==> config.mk <==
export PLATFORM = sky130hd
export DESIGN_NAME = instr_fetch_unit
export DESIGN_NICKNAME = d
export VERILOG_FILES = /design/src/rtl/instr_fetch_unit.sv
export SDC_FILE = /design/constraint.sdc
export NUM_CORES = 1
export LEC_CHECK = 0
export CAP_MARGIN = 0
export CORE_ASPECT_RATIO = 0.9
export CORE_UTILIZATION = 48
export CTS_CLUSTER_DIAMETER = 50
export DETAILED_ROUTE_END_ITERATION = 6
export GPL_TIMING_DRIVEN = 0
export PLACE_DENSITY_LB_ADDON = 0.3
export SETUP_SLACK_MARGIN = 0.15
export SKIP_CTS_REPAIR_TIMING = 1
export SLEW_MARGIN = 25
export SYNTH_ARGS = -nofsm -noshare
export SYNTH_HDL_FRONTEND = slang
export SYNTH_SLANG_ARGS = --single-unit
==> constraint.sdc <==
create_clock -name clk -period 4.9 [get_ports clk]
set_input_delay 0.49 -clock clk [delete_from_list [all_inputs] [get_ports clk]]
set_output_delay 0.49 -clock clk [all_outputs]
set_load 0.02 [all_outputs]
==> src/rtl/instr_fetch_unit.sv <==
// Fetch stage: owns the PC, fetches over req/ack, holds the
// instruction for the decoder and advances the PC on retire.
module instr_fetch_unit #(
    parameter logic [31:0] RESET_PC = 32'h0000_3000
) (
    input  logic        clk,
    input  logic        rst,
    output logic        imem_req,
    output logic [31:0] imem_addr,
    input  logic [31:0] imem_rdata,
    input  logic        imem_ack,
    output logic [31:0] instr,
    output logic [5:0]  op,
    output logic [31:0] pc,
    output logic [31:0] pc_plus4,
    output logic        instr_valid,
    input  logic        retire,
    input  logic        branch_taken,
    input  logic        jmp,
    output logic [31:0] retired_count
);

    localparam logic [1:0] IDLE  = 2'd0;
    localparam logic [1:0] REQ   = 2'd1;
    localparam logic [1:0] VALID = 2'd2;

    logic [1:0]  state;
    logic [31:0] br_off;
    logic [31:0] next_pc;

    assign pc_plus4    = pc + 32'd4;
    assign imem_addr   = pc;
    assign op          = instr[31:26];
    assign imem_req    = (state == REQ);
    assign instr_valid = (state == VALID);

    // Jump outranks a taken branch.
    always_comb begin
        br_off  = {{14{instr[15]}}, instr[15:0], 2'b00};
        next_pc = pc_plus4;
        if (jmp) begin
            next_pc = {pc_plus4[31:28], instr[25:0], 2'b00};
        end else if (branch_taken) begin
            next_pc = pc_plus4 + br_off;
        end
    end

    always_ff @(posedge clk or posedge rst) begin
        if (rst) begin
            state         <= IDLE;
            pc            <= RESET_PC;
            instr         <= 32'd0;
            retired_count <= 32'd0;
        end else begin
            unique case (state)
                IDLE: begin
                    state <= REQ;
                end
                REQ: begin
                    if (imem_ack) begin
                        instr <= imem_rdata;
                        state <= VALID;
                    end
                end
                VALID: begin
                    if (retire) begin
                        pc            <= next_pc;
                        retired_count <= retired_count + 32'd1;
                        state         <= REQ;
                    end
                end
                default: begin
                    state <= IDLE;
                end
            endcase
        end
    end

endmodule
==> metrics.cfg <==
[floorplan]
fp.dieW_um=128
row_count=41
die_h_um=115
initial_core_util_pct=49.0
die_area_sq_um=14700
core_area_sq_um=14000
io_pins=206

[global_route]
gr-usage-all-layers_pct=27.1
antenna_found_initial=0
overflow=0
grt_max_degree=74
grt_pass1_vias=5978
grt_pass1_wl_um=30800

[placed_design]
port_buffers=197
hpwl_um=15100
place_area_sq_um=9100
gp_congestion=0.924

[outcome]
status=complete, no violations

[clocking]
clk_pin_slew_ps=70
clock_sinks=96
cts_tree=built
clockBufferDepth=2
h-tree-depth=3
cts-root-buf=clkbuf_16
clk_latency_ps=360
numCtsBuffers=9

[worst_setup_path]
reg2reg_depth=15
reg2reg_to=imem_addr[31]$_DFFE_PP0P_
regToRegSetupSlack_ps=610
startpoint_type=flip-flop
r2r_start=imem_addr[2]$_DFFE_PP0P_
endpoint_kind=flip-flop
path_class=reg -> reg
crit_path_top_delay_cell=nor4bb_1
path_cells=ha_1, nand4_1, nor2_2, nand3_1, or2_1, nor2_1, xnor2_1, ha_1, clkbuf_1, a21oi_1, nor4bb_1, or3b_1, nand3_1, xnor2_1, o21ai_1
critical_path.max_fanout=9
slowest_delay_ps=470
critPathArrivalTime_ps=4510
worst_ep_required_time_ps=5120

[synthesis]
synth-main-ff-cell=dfrtp_1
synth_area_leaders=dfrtp_1, ha_1, xnor2_1, mux2_2, buf_4
synthesis.area_sq_um=6840
yosys_warnings=0
seq_area_frac_synth_pct=35.2
synth_top_area_share_pct=34.4
postSynthAreaPerCell_sq_um=9.12
synth_top_area_cell=dfrtp_1
syn_inst=750
yosys.cell_types.count=71
synth_edf_count=0
async_flop_share_pct=100
ys_ff_latch=96

[final_layout]
drive_gt1_share_pct=12.2
final_area_sq_um=9400
multi_input_area_sq_um=3960
fill_cells=1164
layout_commonest_cell=clkdlybuf4s50_1
final_cell_mix=clkdlybuf4s50_1, dfrtp_1, nor2_1
n_antenna_cell=0
seq_area_sq_um=2400
area_growth_pct=37.4
fin_nets=1040

[timing]
min_period_ps=4290
grt_setup_unrepaired=false
slew_viol_final=0
holdWs_ps=448
finalSetupTns_ps=0
hold_viol=0
worst_pin_slew_ps=944
max_freq_ghz=0.233
skew_ps=5.73
slew_headroom_pct=37.1
setup_viol=0
period_share_pct=87.5

[route]
wl_per_cell_um=17.0
routed_wl_um=19800
viasPerCell=5.53
drc=0
vias=6422
drt_iter0_drc=383
antenna_left=0
firstDrtPassIters=5

[power_and_ir_drop]
p_leak_uw=0.00407
max-vdd-ir-drop_mv=0.454
power_density_nw_per_um2=739

[flow_run]
drv_cap=0

[hold_path]
hold_class=in -> async

## critical path, delay by kind of cell (launching register included)
kind            cells  cell delay [ps]
flops               1              450
xor+xnor            2              410
buf+inv             1              200
compound gates      2              350
fa+ha+maj           2              610
simple gates        8             2110
## state kept, by name, indices dropped and copies added (netlist names)
signal         cells
instr             32
retired_count     32
imem_addr         30
state              2
## layout make-up
class,instances,share of cell area [%]
Buffer,69,4.50
Inverter,19,0.812
Timing Repair Buffer,198,21.3
Tap cell,193,2.57
Sequential cell,96,25.6
Multi-Input combinational cell,571,42.2
Clock buffer,9,2.40
Clock inverter,7,0.706
## logic make-up after synthesis
| kind of cell | count (synthesis) | synth area share [%] |
|---|---|---|
| flops | 96 | 35.2 |
| compound gates | 165 | 15.5 |
| simple gates | 239 | 17.8 |
| buf+inv | 88 | 7.23 |
| mux | 43 | 6.88 |
| xor+xnor | 80 | 10.4 |
| other cells | 1 | 0.0548 |
| fa+ha+maj | 38 | 7.06 |
## how the worst max path moves through the flow
stage | from | endpoint | slack (ps) | cells past startpoint
2_1_floorplan | imem_addr[3]$_DFFE_PP0P_ | imem_addr[25]$_DFFE_PP0P_ | 1110 | 15
3_3_place_gp | rst | instr[12]$_DFFE_PP0P_ | 370 | 2
3_5_place_dp | imem_addr[2]$_DFFE_PP0P_ | imem_addr[31]$_DFFE_PP0P_ | 590 | 16
4_1_cts | imem_addr[2]$_DFFE_PP0P_ | imem_addr[31]$_DFFE_PP0P_ | 550 | 16
5_1_grt | imem_addr[2]$_DFFE_PP0P_ | imem_addr[31]$_DFFE_PP0P_ | 230 | 16
6_report | imem_addr[2]$_DFFE_PP0P_ | imem_addr[31]$_DFFE_PP0P_ | 610 | 15
## synthesized netlist by cell type, drive strengths merged (9+ instances only)
cell type and number:
mux2i 11, nor2 66, dfrtp 94, clkbuf 20, xnor2 49, mux2 32, o21ai 46, a21o 18
nor3 19, a21oi 48, nand4 14, xor2 31, nand2 61, inv 19, and3 9, nand3 29
ha 37, buf 49
## power by group
group / internal, uW / total [uW] / switching, uW
clock network: 360 / 709 / 349
registers: 1060 / 1490 / 429
logic: 2240 / 4740 / 2500
total: 3670 / 6940 / 3280
## metal layers
layer | share of wire (%) | vias to the layer above | wire [um] | GRT usage, %
li1 | - | 3052 | - | -
met1 | 43 | 3059 | 8490 | 35.8
met2 | 47 | 280 | 9230 | 43.1
met3 | 8.5 | 31 | 1690 | 6.61
met4 | 2.0 | 0 | 397 | 10.7
met5 | 0 | - | 0 | 0
## through the flow
stage / instances / total power [uW] / util (%) / worst slack (ps)
floorplan: 755 / 4490 / - / 1110
global placement: 1145 / 6130 / 65.0 / 369
detailed placement: 1146 / 6190 / 65.2 / 591
CTS: 1162 / 6930 / 67.3 / 551
global route: 1162 / 7410 / 67.4 / 234
finish: 1162 / 6940 / 67.4 / 612
(Power assumes the default switching activity.)
